==> src/rtl/ring_rr_arbiter.sv <==
`default_nettype none
// ============================================================================
//  Module   : ring_rr_arbiter
//  Purpose  : Four-requester round-robin arbiter built around a one-hot ring
//             pointer. A winner holds its grant until it drops its request or
//             until MAX_HOLD consecutive grant cycles have elapsed. A forced
//             end is flagged on preempt. Every grant is followed by exactly
//             one gap cycle.
//  Ports    : clk     - clock, rising edge active
//             rst     - asynchronous reset, active low
//             req     - [3:0] level-sensitive request lines
//             gnt     - [3:0] registered grant, one-hot or zero
//             ptr     - [3:0] registered one-hot ring priority pointer
//             busy    - high while a grant is being held
//             preempt - one-cycle pulse in the gap after a forced release
//  Revision : 1.0 - initial release
// ============================================================================
module ring_rr_arbiter #(
   parameter int unsigned MAX_HOLD = 8
) (
   input  logic       clk,
   input  logic       rst,
   input  logic [3:0] req,
   output logic [3:0] gnt,
   output logic [3:0] ptr,
   output logic       busy,
   output logic       preempt
);

   localparam int CW = $clog2(MAX_HOLD + 1);
   // Counter value seen during the MAX_HOLD-th grant cycle (cleared on entry).
   localparam logic [CW-1:0] HOLD_LAST = CW'(MAX_HOLD - 1);

   typedef enum logic [1:0] {
      IDLE    = 2'd0,
      GRANT   = 2'd1,
      RELEASE = 2'd2
   } state_e;

   state_e        state_q, state_d;
   logic [3:0]    gnt_q, gnt_d;
   logic [3:0]    ptr_q, ptr_d;
   logic [CW-1:0] hold_q, hold_d;
   logic          preempt_q, preempt_d;

   logic [1:0]    ptr_pos;
   logic [1:0]    scan_idx;
   logic [3:0]    pick;

   // Binary position of the one-hot pointer.
   always_comb begin
      ptr_pos = 2'd0;
      for (int i = 0; i < 4; i++) begin
         if (ptr_q[i]) begin
            ptr_pos = 2'(i);
         end
      end
   end

   // Scan upward from the pointer with wrap-around. The loop runs from the
   // farthest offset down to zero so the nearest set request is written last.
   // Two-bit index arithmetic provides the wrap for free.
   always_comb begin
      pick     = 4'b0000;
      scan_idx = 2'd0;
      for (int k = 3; k >= 0; k--) begin
         scan_idx = ptr_pos + 2'(k);
         if (req[scan_idx]) begin
            pick           = 4'b0000;
            pick[scan_idx] = 1'b1;
         end
      end
   end

   always_comb begin
      state_d   = state_q;
      gnt_d     = gnt_q;
      ptr_d     = ptr_q;
      hold_d    = hold_q;
      preempt_d = 1'b0;
      case (state_q)
         GRANT: begin
            if ((req & gnt_q) == 4'b0000) begin
               // A voluntary drop wins even on the last allowed cycle.
               state_d = RELEASE;
               gnt_d   = 4'b0000;
               ptr_d   = {gnt_q[2:0], gnt_q[3]};
            end else if (hold_q == HOLD_LAST) begin
               state_d   = RELEASE;
               gnt_d     = 4'b0000;
               ptr_d     = {gnt_q[2:0], gnt_q[3]};
               preempt_d = 1'b1;
            end else begin
               hold_d = hold_q + CW'(1);
            end
         end
         default: begin
            // IDLE and RELEASE arbitrate identically.
            if (req != 4'b0000) begin
               state_d = GRANT;
               gnt_d   = pick;
               hold_d  = '0;
            end else begin
               state_d = IDLE;
               gnt_d   = 4'b0000;
            end
         end
      endcase
   end

   always_ff @(posedge clk or negedge rst) begin
      if (!rst) begin
         state_q   <= IDLE;
         gnt_q     <= 4'b0000;
         ptr_q     <= 4'b0001;
         hold_q    <= '0;
         preempt_q <= 1'b0;
      end else begin
         state_q   <= state_d;
         gnt_q     <= gnt_d;
         ptr_q     <= ptr_d;
         hold_q    <= hold_d;
         preempt_q <= preempt_d;
      end
   end

   assign gnt     = gnt_q;
   assign ptr     = ptr_q;
   assign busy    = (state_q == GRANT);
   assign preempt = preempt_q;

endmodule
`default_nettype wire

==> config.mk <==
export PLATFORM = sky130hd
export DESIGN_NAME = ring_rr_arbiter
export DESIGN_NICKNAME = d
export VERILOG_FILES = /design/src/rtl/ring_rr_arbiter.sv
export SDC_FILE = /design/constraint.sdc
export NUM_CORES = 1
export LEC_CHECK = 0
export ABC_AREA = 1
export CORE_MARGIN = 2
export CORE_UTILIZATION = 58
export DETAILED_ROUTE_END_ITERATION = 10
export PLACE_DENSITY = 0.84
export SLEW_MARGIN = 0
export SYNTH_ARGS = -nofsm -noshare
export SYNTH_HDL_FRONTEND = slang
export SYNTH_SLANG_ARGS = --single-unit
==> constraint.sdc <==
create_clock -name clk -period 3.2 [get_ports clk]
set_input_delay 0.64 -clock clk [delete_from_list [all_inputs] [get_ports clk]]
set_output_delay 0.64 -clock clk [all_outputs]
set_load 0.01 [all_outputs]
=== After elaboration in Yosys (flattened, before gate mapping) ===
Index checks and enable logic that the tools add are counted.

* Add/subtract/negate cells: 4
* $mul: 0
* Div/mod/pow operators: 0
* Magnitude comparators: 8
* Equal/unequal tests: 5
* Shifts and indexed selects: 0
* Muxes and demuxes: 40
* Bitwise gates (word level): 1
* Reductions and logical operators: 10

{| class="wikitable"
|+ Operators by type and width
! cell !! number
|-
| two-way mux 4 bit || 14
|-
| two-way mux 1 bit || 13
|-
| < comparator 2 x 3 -> 1 bit, second input constant || 4
|-
| two-way mux 2 bit || 5
|-
| binary-select mux 1 bit (select 2 bit) || 4
|-
| demux 1 bit (select 2 bit) || 4
|-
| greater-or-equal comparator 2 x 1 -> 1 bit, second input constant || 4
|-
| adder 2 bit, second input constant || 2
|-
| adder 4 x 1 -> 4 bit, second input constant || 1
|-
| AND 4 bit || 1
|-
| == test 4 x 3 -> 1 bit, second input constant || 1
|-
| logical AND 1 bit || 4
|-
| logical NOT 4 bit || 1
|-
| != test 2 bit, second input constant || 2
|-
| nonzero test 2 bit || 2
|-
| nonzero test 4 bit || 1
|-
| != test 3 x 1 -> 1 bit, second input constant || 1
|-
| AND reduction 3 bit || 1
|-
| adder 2 x 1 -> 2 bit, second input constant || 1
|-
| == test 2 x 1 -> 1 bit, second input constant || 1
|-
| AND reduction 2 bit || 1
|}

* Register bits: 15
* Latch bits: 0
* Memory bits (writable): 0
* ROM bits: 0
* Input port bits: 6
* Output and inout port bits: 10
* Word-level logic and storage cells: 73
* Memories: 0

=== Depth between registers and ports, before layout ===
Gate-level depths: netlist of run 1.

* Word-level depth: 14
* Gate-level depth with buffers: 13
* Depth with buffers taken out: 13

=== Worst setup path after synthesis of run 1 ===
Ideal clock, no wire load.

* Path type: register -> register
* Start point: register ptr_q[2], in the netlist ptr[2]
* End point: register gnt_q[0], in the netlist gnt[0]
* Setup time: 0.116 ns
* Arrival time: 1.646 ns
* Required time: 3.084 ns
* Slack: 1.438 ns
* Cell stages (with the launch flop): 14
* Path buffers: 0
* Clock period less this slack: 1.762 ns
* Cells stage by stage: dfrtp_1 > inv_2 > nand2_4 > nand2_4 > clkinv_4 > ha_1 > inv_1 > nand3_1 > nand3_1 > nand2_1 > nand3_1 > nand2_1 > nand2_1 > nand2_1

* Cells in the longest elaborated chain, start to end: 13
* Elaborated cells between the ends (all ways): 39
* Classes of those cells: add/sub: 3; order compare: 8; mux: 24; reduce/logical: 4

{| class="wikitable"
|+ Ends and longest elaborated chain
! what !! line !! source
|-
| from (decl) || 42 || <nowiki>logic [3:0] ptr_q, ptr_d;</nowiki>
|-
| from (signal assigned) || 121 || <nowiki>ptr_q <= ptr_d;</nowiki>
|-
| two-way mux 2 bit * (2 in a row) || 54 || <nowiki>if (ptr_q[i]) begin</nowiki>
|-
| adder 2 bit || 67 || <nowiki>scan_idx = ptr_pos + 2'(k);</nowiki>
|-
| < comparator 2 x 3 -> 1 bit (not written as such) or greater-or-equal comparator 2 x 1 -> 1 bit (tied branches) || 70 || <nowiki>pick[scan_idx] = 1'b1;</nowiki>
|-
| logical AND 1 bit (not written as such) || 70 ||
|-
| two-way mux 1 bit (not written as such) || 70 ||
|-
| demux 1 bit (select 2 bit) || 70 ||
|-
| two-way mux 4 bit (3 in a row) || 68 || <nowiki>if (req[scan_idx]) begin</nowiki>
|-
| two-way mux 4 bit * || 68 ||
|-
| two-way mux 4 bit * || 99 || <nowiki>if (req != 4'b0000) begin</nowiki>
|-
| two-way mux 4 bit * || 81 || <nowiki>case (state_q)</nowiki>
|-
| to (signal assigned) || 120 || <nowiki>gnt_q <= gnt_d;</nowiki>
|-
| to (decl) || 41 || <nowiki>logic [3:0] gnt_q, gnt_d;</nowiki>
|}

Every way passes the cells marked *; elsewhere a longest branch is shown, timed or not. The select of a mux whose other input is x is not followed.
A chain may end at the register's enable or synchronous reset.

=== Final worst setup path of run 1 ===
* Start point: register state_q[1]
* End point: output port busy

* Cells in the longest elaborated chain, start to end: 1

{| class="wikitable"
|+ Ends and longest elaborated chain
! what !! line !! source
|-
| from (decl) || 40 || <nowiki>state_e state_q, state_d;</nowiki>
|-
| from (signal assigned) || 119 || <nowiki>state_q <= state_d;</nowiki>
|-
| == test 2 x 1 -> 1 bit || 129 || <nowiki>assign busy = (state_q == GRANT);</nowiki>
|-
| to (decl) || 26 || <nowiki>output logic busy,</nowiki>
|}

No other way between the ends.

==> summary.md, run 1 <==
| Metric | Value |
|---|---|
| Transition at the pin with the smallest max-transition slack | `roughly 0.68 ns` |
| Worst skew pair latency | `around 0.28 ns` |
| Critical path startpoint category | `flip-flop` |
| Max-capacitance violation count | `0` |
| Net Count, Synth | `between 150 and 200` |
| Min-Delay Path Class | `flip-flop to flip-flop` |
| Worst EP required | `roughly 2.6 ns` |
| Max-slew violation count | `0` |
| Number of instances in the synthesized netlist | `approximately 150` |
| Total congestion overflow after global routing | `0` |
| Upper clock frequency limit | `about 440 MHz` |
| Pin count of the biggest net entering global routing | `16` |
| Headroom to the max-slew limit | `between 50% and 60%` |
| Data arrival time of the critical path | `around 1.6 ns` |
| Number of global-route vias before repair | `between 1000 and 1500` |
| Outcome | `complete, no violations` |
| Number of top-level pins | `16` |
| TritonCTS sink count | `15` |
| TritonCTS clock tree | `done` |
| Clock buffer count from CTS | `3` |
| Hold bufs inserted after CTS | `0` |
| Fraction of the core area covered by cells at the end of the flow | `a little under three quarters` |
| Die width | `~48 µm` |
| Clock slew at reported path FFs | `about 0.080 ns` |
| Floorplan row count | `16` |
| Maximum vdd drop | `roughly 0.57 mV` |
| Part of the total power dissipated in sequential elements | `approximately 23%` |
| Layout overhead on the synthesized area | `18.4%` |
| Number of antenna-violating nets in the routed design | `0` |
| Pwr Total | `1.41 mW` |
| Number of endpoints failing setup at the final stage | `0` |
| Area of all placed cells without fillers | `1350 µm²` |
| Root Buffer Master | `sky130_fd_sc_hd__clkbuf_4` |
| Port Buffers | `15` |
| Number of inserted diodes | `0` |
| Placed Cells | `between 150 and 200` |
| Number of endpoints with negative hold slack in the final report | `0` |
| Initial antenna violation count | `0` |
| Detailed Route WL | `roughly 2400 µm` |
| Layout cells sized above 1 | `around 14%` |
| Clock network power share | `under 10%` |
| Core outline area | `~1900 µm²` |
| Critical path cell sequence | `nor2_1 > clkdlybuf4s50_1` |
| Leading cell type in the layout, fill and taps excluded | `sky130_fd_sc_hd__nand2_1` |
| PostCTS Resize Cnt | `0` |
| Number of synthesis warnings | `0` |
| Maximum number of buffers from clock root to sink | `2` |
| Worst Hold Margin | `about 0.5 ns` |
| Initial detailed-routing violation count | `22` |
| Setup WS pre-CTS | `between 1 and 1.5 ns` |
| Internal power | `about 0.7 mW` |
| Routed length per instance | `12.2 µm` |
| Average via count per standard cell | `between 5 and 6` |
| Highest-count cells in the layout ignoring fill and taps | `47 x sky130_fd_sc_hd__nand2_1, 20 x sky130_fd_sc_hd__nand3_1, 19 x sky130_fd_sc_hd__inv_1, 15 x sky130_fd_sc_hd__clkdlybuf4s50_1, 14 x sky130_fd_sc_hd__dfrtp_1` |
| Synth Register Bits | `15` |
| RSZ-0062 raised after global routing | `false` |
| Sequential-to-total area share from yosys stat | `between 30 and 40%` |
| Clk_skew | `roughly 0.0034 ns` |
| Sw Pwr | `approximately 0.73 mW` |
| Count of TritonRoute iterations in the first routing pass | `4` |
| Drt drc | `0` |
| Worst-path maximum fanout | `5` |
| Number of post-CTS setup repair buffers | `0` |
| Final nets | `approximately 190` |
| Number of distinct library cells after synthesis | `20` |
| Detailed Place HPWL | `a little under 2000 µm` |
| Share of power burned in combinational logic | `70.0%` |
| Average instance area after synthesis | `between 7 and 8 µm²` |
| Post-Route Setup TNS | `0 ns` |
| Proportion of total power due to net switching | `51.4%` |
| Largest incremental delay on the critical path | `roughly 0.62 ns` |
| Worst setup margin | `0.953 ns` |
| Total power density per cell area | `1040 nW/µm²` |
| Crit. End Element | `primary output` |
| Cell Area, Placed | `1330 µm²` |
| Final weighted congestion in routability-driven placement | `~0.9` |
| Count of non-filler cells in the finished layout | `198` |
| Shortest period the worst path allows | `approximately 2.2 ns` |
| Cell area after synthesis | `approximately 1100 µm²` |
| Full die area | `approximately 2300 µm²` |
| Portion of the clock cycle consumed by the worst path in the final layout | `a little over two thirds` |
| Starting utilization of the core area | `between 60% and 70%` |
| Total vias in the final route | `around 1000` |
| Deepest level of the CTS H-tree | `1` |
| Kind of critical path | `flip-flop to primary output` |
| Combined global-route utilization of all metal layers | `between 20% and 30%` |
| Global-route wire length before repair | `between 4000 and 5000 µm` |
| Leak | `roughly 0.72 nW` |
| Slowest CP cell | `sky130_fd_sc_hd__clkdlybuf4s50_1` |
| Die H | `48.4 µm` |
## cells in the mapped netlist
cell / count / area, µm²
sky130_fd_sc_hd__nand2_1: 47 / 176
sky130_fd_sc_hd__nand3_1: 20 / 100
sky130_fd_sc_hd__inv_1: 19 / 71.3
sky130_fd_sc_hd__dfrtp_1: 14 / 350
sky130_fd_sc_hd__ha_1: 9 / 113
sky130_fd_sc_hd__nor2_1: 7 / 26.3
sky130_fd_sc_hd__nand2_2: 6 / 37.5
sky130_fd_sc_hd__nand3b_1: 5 / 37.5
sky130_fd_sc_hd__o21ai_1: 5 / 25.0
sky130_fd_sc_hd__nand2_4: 4 / 45.0
sky130_fd_sc_hd__nand3_2: 4 / 40.0
sky130_fd_sc_hd__o21ai_0: 3 / 15.0
sky130_fd_sc_hd__inv_2: 2 / 7.51
sky130_fd_sc_hd__clkinv_4: 1 / 8.76
sky130_fd_sc_hd__dfstp_2: 1 / 26.3
sky130_fd_sc_hd__mux2i_1: 1 / 10.0
sky130_fd_sc_hd__nand3_4: 1 / 17.5
sky130_fd_sc_hd__nor2_4: 1 / 11.3
sky130_fd_sc_hd__o2111ai_2: 1 / 15.0
sky130_fd_sc_hd__xor2_1: 1 / 8.76
## final timing paths
| path | slack [ns] | cells past startpoint | to | start |
|---|---|---|---|---|
| worst min register to register | 0.51 | 2 | ptr[0] | ptr[0] |
| max in group asynchronous | 2.00 | 1 | gnt[3] | rst |
| worst max register to register | 1.25 | 11 | gnt[0] | ptr[3] |
| worst max-delay path | 0.95 | 2 | busy | state_q[1] |
| min in group asynchronous | 0.76 | 1 | ptr[2] | rst |
| worst min-delay path | 0.51 | 2 | ptr[0] | ptr[0] |
## power groups by stage
stage	logic, mW	registers (mW)	clock network, mW
2_1_floorplan	0.721	0.327	0
3_3_place_gp	0.960	0.318	0
3_5_place_dp	0.986	0.321	0
4_1_cts	0.992	0.318	0.108
5_1_grt	1.12	0.328	0.115
6_report	0.988	0.318	0.106
## critical path, delay by kind of cell (launching register included)
family,cells,cell delay (ns)
buf+inv,1,0.62
flops,1,0.38
simple gates,1,0.32
## layout make-up
cell class,instances,area (µm²)
multi-input cells,115,678
repair buffers,15,150
flip-flops and latches,15,377
inverters,22,87.6
well taps,27,33.8
clock buffers,4,26.3
fillers,149,549
## logic make-up (layout without fill, tap and decap cells)
group	Yosys count	after routing	synth area share [%]
fa+ha+maj	9	9	9.86
simple gates	95	95	43.0
mux	1	1	0.876
compound gates	9	9	4.82
flops	15	15	33.0
buf+inv	22	41	7.67
xor+xnor	1	1	0.767
## sequential cells by signal (all words and copies together), names as in the netlist
signal	cells
ptr	4
preempt	1
hold_q	4
state_q	2
gnt	4
## metal layers
layer | track usage [%] | vias up | routed length (µm) | share of wire (%)
met5 | 0 | - | 0 | 0
met4 | 6.19 | 0 | 9 | 0.37
met3 | 6.48 | 2 | 106 | 4.4
met2 | 39.4 | 28 | 1170 | 49
met1 | 27.3 | 472 | 1120 | 47
li1 | - | 522 | - | -
(Power assumes the default switching activity.)
==> inputs of run 2 (changes only) <==
--- a/config.mk
+++ b/config.mk
@@ -7,9 +7,9 @@
 export LEC_CHECK = 0
 export ABC_AREA = 1
 export CORE_MARGIN = 2
-export CORE_UTILIZATION = 58
+export CORE_UTILIZATION = 48
 export DETAILED_ROUTE_END_ITERATION = 10
-export PLACE_DENSITY = 0.84
+export PLACE_DENSITY = 0.74
 export SLEW_MARGIN = 0
 export SYNTH_ARGS = -nofsm -noshare
 export SYNTH_HDL_FRONTEND = slang
==> constraint.sdc (replaced) <==
create_clock -name clk -period 2 [get_ports clk]
set_input_delay 0.4 -clock clk [delete_from_list [all_inputs] [get_ports clk]]
set_output_delay 0.4 -clock clk [all_outputs]
set_load 0.01 [all_outputs]
==> run 2 against run 1 <==
Effect of this change: clock skew up 0.0070 ns; global-route usage down 2.1 points; critical endpoint is now gnt[0]; cell count up 3.0%; critical path type is now flip-flop to flip-flop; die area up 19%; wire length down 1.2%; sequential cell count unchanged; setup slack worse by 0.77 ns; clock-buffer cell count down 1; combinational power up 69%; via count up 1.2%.
==> summary.md, run 2 (synthesis results as in run 1) <==
| Metric | Value |
|---|---|
| Worst skew pair latency | `0.29 ns` |
| Die H | `between 50 and 60 µm` |
| Combined global-route utilization of all metal layers | `20.4%` |
| Hold bufs inserted after CTS | `0` |
| Leading cell type in the layout, fill and taps excluded | `sky130_fd_sc_hd__nand2_1` |
| Logic depth of the worst register-to-register path | `13` |
| Number of inserted diodes | `0` |
| Crit. End Element | `flip-flop` |
| Transition at the pin with the smallest max-transition slack | `between 0.6 and 0.7 ns` |
| Worst-path maximum fanout | `9` |
| Routed length per instance | `around 12 µm` |
| Detailed Route WL | `between 2000 and 2500 µm` |
| Headroom to the max-slew limit | `57.8%` |
| Shortest period the worst path allows | `roughly 1.8 ns` |
| Highest-count cells in the layout ignoring fill and taps | `47 x sky130_fd_sc_hd__nand2_1, 20 x sky130_fd_sc_hd__nand3_1, 19 x sky130_fd_sc_hd__inv_1, 15 x sky130_fd_sc_hd__clkdlybuf4s50_1, 14 x sky130_fd_sc_hd__dfrtp_1` |
| Portion of the clock cycle consumed by the worst path in the final layout | `between 90% and 100%` |
| Deepest level of the CTS H-tree | `1` |
| Number of global-route vias before repair | `around 970` |
| Number of top-level pins | `16` |
| Initial detailed-routing violation count | `49` |
| Root Buffer Master | `sky130_fd_sc_hd__clkbuf_4` |
| Maximum number of buffers from clock root to sink | `2` |
| Clk_skew | `roughly 0.010 ns` |
| Clock buffer count from CTS | `3` |
| Drt drc | `0` |
| Upper clock frequency limit | `around 550 MHz` |
| Most crowded layer after global routing | `met2` |
| Number of antenna-violating nets in the routed design | `0` |
| Number of filler instances in the final layout | `216` |
| TritonCTS clock tree | `done` |
| Number of endpoints failing setup at the final stage | `0` |
| Total congestion overflow after global routing | `0` |
| FF-to-FF setup slack | `0.19 ns` |
| Global Route met1 Usage | `roughly 29%` |
| Clock slew at reported path FFs | `0.09 ns` |
| Pin count of the biggest net entering global routing | `16` |
| Layout cells sized above 1 | `roughly 17%` |
| Layout overhead on the synthesized area | `21.9%` |
| Average via count per standard cell | `5.08` |
| Port Buffers | `15` |
| Count of TritonRoute iterations in the first routing pass | `4` |
| Pwr Total | `roughly 2.3 mW` |
| Final nets | `approximately 190` |
| Data arrival time of the critical path | `between 1.5 and 2 ns` |
| Critical path startpoint category | `flip-flop` |
| Outcome | `complete, no violations` |
| Starting utilization of the core area | `around half` |
| Max-capacitance violation count | `0` |
| Met3 GRT Util | `under 10%` |
| Die width | `between 50 and 60 µm` |
| Worst reg2reg path endpoint | `gnt[0]` |
| Min-Delay Path Class | `primary input to asynchronous set/reset pin` |
| Total power density per cell area | `1680 nW/µm²` |
| Maximum vdd drop | `slightly above 1 mV` |
| Total vias in the final route | `slightly above 1000` |
| Max-slew violation count | `0` |
| Global-route wire length before repair | `between 4000 and 5000 µm` |
| Kind of critical path | `flip-flop to flip-flop` |
| Worst EP required | `2.18 ns` |
| Core outline area | `~2200 µm²` |
| Final weighted congestion in routability-driven placement | `about 0.89` |
| Leak | `approximately 0.75 nW` |
| Met2 demand-to-capacity share in global routing | `approximately 32%` |
| Number of endpoints with negative hold slack in the final report | `0` |
| Reg area | `roughly 380 µm²` |
| Initial antenna violation count | `0` |
| Full die area | `about 2800 µm²` |
| Footprint of the multi-input gates | `a little under 700 µm²` |
| Startpoint of the worst register-to-register path | `ptr[2]` |
| Post-Route Setup TNS | `0 ns` |
| Detailed Place HPWL | `roughly 2000 µm` |
| TritonCTS sink count | `15` |
| Floorplan row count | `17` |
| RSZ-0062 raised after global routing | `false` |
## run 2: what timing repair did
item | 4_1_cts | 5_1_grt
resized for setup | 0 | 0
buffers inserted | 0 | 1
endpoints found under the setup margin | 0 | 3
## run 2: area by class of cell
class / count / area share [%]
clock inverters: 1 / 0.359
flip-flops and latches: 15 / 27.0
well taps: 28 / 2.52
inverters: 22 / 6.29
clock buffers: 3 / 1.62
multi-input cells: 115 / 48.7
repair buffers: 20 / 13.5
## run 2: how the worst max path moves through the flow
stage          startpoint        end  slack [ns]  depth (start not counted)
2_1_floorplan      ptr[2]     gnt[0]        0.24                         13
3_3_place_gp       req[3]  hold_q[1]        0.12                          8
3_5_place_dp       req[3]  hold_q[2]        0.13                          8
4_1_cts            ptr[2]     gnt[0]        0.14                         13
5_1_grt            ptr[3]     gnt[0]       0.009                         12
6_report           ptr[2]     gnt[0]        0.19                         13
## run 2: per-layer routing
metal	part of all wire, %	vias to the layer above
met5	0	-
met4	0	0
met3	3.4	0
met2	47	22
met1	50	479
li1	-	535
## run 2: stage by stage
step | hold WS (ns) | std cells | utilization, % | setup WS (ns) | area (µm²)
2_1_floorplan | 0.104 | 152 | - | 0.238 | 1140
3_3_place_gp | 0.480 | 199 | 60.8 | 0.121 | 1360
3_5_place_dp | 0.485 | 199 | 60.8 | 0.127 | 1360
4_1_cts | 0.500 | 203 | 62.0 | 0.139 | 1390
5_1_grt | 0.530 | 204 | 62.4 | 0.00896 | 1390
6_report | 0.493 | 204 | 62.4 | 0.187 | 1390
## run 2: power breakdown
part / internal (mW) / leakage, nW / switching [mW]
Clock: 0.0743 / 0.0177 / 0.0981
Combinational: 0.677 / 0.538 / 0.988
Sequential: 0.415 / 0.194 / 0.0888
Total: 1.17 / 0.750 / 1.17
## run 2: worst max-delay path, cell delays in order, from the launching register on
cell	delay, ns
sky130_fd_sc_hd__dfrtp_1	0.40
sky130_fd_sc_hd__inv_2	0.08
sky130_fd_sc_hd__nand2_4	0.06
sky130_fd_sc_hd__nand2_4	0.14
sky130_fd_sc_hd__clkinv_4	0.06
sky130_fd_sc_hd__ha_1	0.33
sky130_fd_sc_hd__inv_1	0.11
sky130_fd_sc_hd__nand3_1	0.14
sky130_fd_sc_hd__nand3_1	0.11
sky130_fd_sc_hd__nand2_1	0.05
sky130_fd_sc_hd__nand3_1	0.06
sky130_fd_sc_hd__nand2_1	0.06
sky130_fd_sc_hd__nand2_1	0.06
sky130_fd_sc_hd__nand2_1	0.04
==> inputs of run 3 (changes only) <==
--- a/config.mk
+++ b/config.mk
@@ -7,10 +7,11 @@
 export LEC_CHECK = 0
 export ABC_AREA = 1
 export CORE_MARGIN = 2
-export CORE_UTILIZATION = 48
+export CORE_UTILIZATION = 51
+export CTS_BUF_LIST = sky130_fd_sc_hd__clkbuf_4
 export DETAILED_ROUTE_END_ITERATION = 10
-export PLACE_DENSITY = 0.74
-export SLEW_MARGIN = 0
+export HOLD_SLACK_MARGIN = 0.03
+export PLACE_DENSITY = 0.78
 export SYNTH_ARGS = -nofsm -noshare
 export SYNTH_HDL_FRONTEND = slang
 export SYNTH_SLANG_ARGS = --single-unit
==> run 3 against run 2 <==
Effect of this change: non-clock buffer count is 2 lower; die area is 5.5% lower; clock-buffer cell count is 1 higher; fmax is 1.4% lower; critical path depth stayed put; combinational power is 3% lower; register-to-register slack worse by 0.03 ns; final area is 0.90% lower; setup slack worse by 0.027 ns; sequential share of layout area is 0.25 points higher; largest cell class unchanged.
==> summary.md, run 3 (synthesis results as in run 1) <==
| Metric | Value |
|---|---|
| Outcome | `complete, no violations` |
| Reg area | `377 µm²` |
| Number of endpoints failing setup at the final stage | `0` |
| Data arrival time of the critical path | `around 2.0 ns` |
| Total power density per cell area | `~1700 nW/µm²` |
| Core outline area | `around 2200 µm²` |
| Kind of critical path | `flip-flop to flip-flop` |
| Worst Hold Margin | `roughly 0.50 ns` |
| Worst skew pair latency | `0.29 ns` |
| Detailed Place HPWL | `just under 2000 µm` |
| Maximum vdd drop | `~0.9 mV` |
| Min-Delay Path Class | `primary input to asynchronous set/reset pin` |
| Footprint of the multi-input gates | `678 µm²` |
| Starting utilization of the core area | `approximately 53%` |
| Crit. End Element | `flip-flop` |
| Leading cell type in the layout, fill and taps excluded | `sky130_fd_sc_hd__nand2_1` |
| Number of global-route vias before repair | `about 950` |
| Total vias in the final route | `1050` |
| Global-route wire length before repair | `3880 µm` |
| Floorplan row count | `17` |
| Max-slew violation count | `0` |
| Pin count of the biggest net entering global routing | `16` |
| Die width | `between 50 and 60 µm` |
| Root Buffer Master | `sky130_fd_sc_hd__clkbuf_4` |
| Full die area | `2630 µm²` |
| Number of endpoints with negative hold slack in the final report | `0` |
| Max-capacitance violation count | `0` |
| TritonCTS sink count | `15` |
| FF-to-FF setup slack | `~0.16 ns` |
| Drt drc | `0` |
| Number of inserted diodes | `0` |
| Highest routed layer | `met4` |
| Post-Route Setup TNS | `0 ns` |
| Average via count per standard cell | `approximately 5.2` |
| Initial antenna violation count | `0` |
| Count of TritonRoute iterations in the first routing pass | `4` |
| Layout overhead on the synthesized area | `20.8%` |
| Clock slew at reported path FFs | `~0.080 ns` |
| Initial detailed-routing violation count | `13` |
| Routed length per instance | `~12 µm` |
| Worst EP required | `~2.2 ns` |
| Routed met1 length | `about 1100 µm` |
| RSZ-0062 raised after global routing | `false` |
| Final nets | `between 150 and 200` |
| Number of antenna-violating nets in the routed design | `0` |
| Shortest period the worst path allows | `roughly 1.8 ns` |
| Routed length on met3 | `between 100 and 150 µm` |
| Total congestion overflow after global routing | `0` |
| Port Buffers | `15` |
| Layout cells sized above 1 | `16.1%` |
| Transition at the pin with the smallest max-transition slack | `between 0.6 and 0.7 ns` |
| Maximum number of buffers from clock root to sink | `2` |
| PostCTS Resize Cnt | `0` |
| Worst-path maximum fanout | `5` |
| Clk_skew | `about 0.002 ns` |
| Hold bufs inserted after CTS | `0` |
| Number of top-level pins | `16` |
| Portion of the clock cycle consumed by the worst path in the final layout | `about nine tenths` |
| Deepest level of the CTS H-tree | `1` |
| Clock buffer count from CTS | `3` |
| Met2 routed wirelength | `between 1000 and 1500 µm` |
| TritonCTS clock tree | `done` |
| Number of post-CTS setup repair buffers | `0` |
| Critical path startpoint category | `flip-flop` |
| Die H | `51.3 µm` |
| Leak | `0.740 nW` |
| Pwr Total | `approximately 2.3 mW` |
| Upper clock frequency limit | `544 MHz` |
| Detailed Route WL | `between 2000 and 2500 µm` |
| Combined global-route utilization of all metal layers | `around a fifth` |
| Final weighted congestion in routability-driven placement | `around 0.92` |
| Number of filler instances in the final layout | `roughly 210` |
| Highest-count cells in the layout ignoring fill and taps | `47 x sky130_fd_sc_hd__nand2_1, 20 x sky130_fd_sc_hd__nand3_1, 19 x sky130_fd_sc_hd__inv_1, 15 x sky130_fd_sc_hd__clkdlybuf4s50_1, 14 x sky130_fd_sc_hd__dfrtp_1` |
| Headroom to the max-slew limit | `57.5%` |
-- run 3: final timing paths --
check                           startpoint         to  cells after the start
max in group asynchronous              rst  hold_q[3]                      1
worst max-delay path                ptr[2]     gnt[0]                     13
min in group clk                    ptr[0]     ptr[0]                      2
worst min register to register      ptr[0]     ptr[0]                      2
worst min-delay path                   rst     ptr[3]                      1
worst max register to register      ptr[2]     gnt[0]                     13
-- run 3: routing by layer --
metal / vias to the layer above / track usage, %
met5: - / 0
met4: 0 / 8.33
met3: 3 / 5.56
met2: 29 / 33.8
met1: 489 / 24.4
li1: 529 / -
-- run 3: power by group --
group	switching, mW	internal (mW)
combinational	0.975	0.650
clock	0.0915	0.0912
sequential	0.0961	0.415
total	1.16	1.16
-- run 3: cell type report --
cell class,count,share of cell area (%)
Multi-Input combinational cell,115,49.1
Sequential cell,15,27.3
Timing Repair Buffer,18,12.5
Inverter,22,6.35
Tap cell,28,2.54
Clock buffer,4,2.18
-- run 3: critical path, cell delays in order, from the launching register on --
cell and delay [ns]:
sky130_fd_sc_hd__dfrtp_1 0.44, sky130_fd_sc_hd__inv_2 0.10, sky130_fd_sc_hd__nand2_4 0.07, sky130_fd_sc_hd__nand2_4 0.08
sky130_fd_sc_hd__clkinv_4 0.07, sky130_fd_sc_hd__ha_1 0.34, sky130_fd_sc_hd__inv_1 0.11, sky130_fd_sc_hd__nand3_1 0.15
sky130_fd_sc_hd__nand3_1 0.11, sky130_fd_sc_hd__nand2_1 0.06, sky130_fd_sc_hd__nand3_1 0.07, sky130_fd_sc_hd__nand2_1 0.05
sky130_fd_sc_hd__nand2_1 0.06, sky130_fd_sc_hd__nand2_1 0.05
-- run 3: per-stage QoR --
| step | worst slack (ns) | cells | area (µm²) | utilization (%) |
|---|---|---|---|---|
| after floorplan | 0.238 | 152 | 1140 | - |
| after global placement | 0.202 | 198 | 1350 | 62.2 |
| after detailed placement | 0.121 | 198 | 1350 | 62.2 |
| after CTS | 0.154 | 202 | 1380 | 63.6 |
| after global routing | 0.0141 | 202 | 1380 | 63.6 |
| final | 0.160 | 202 | 1380 | 63.6 |
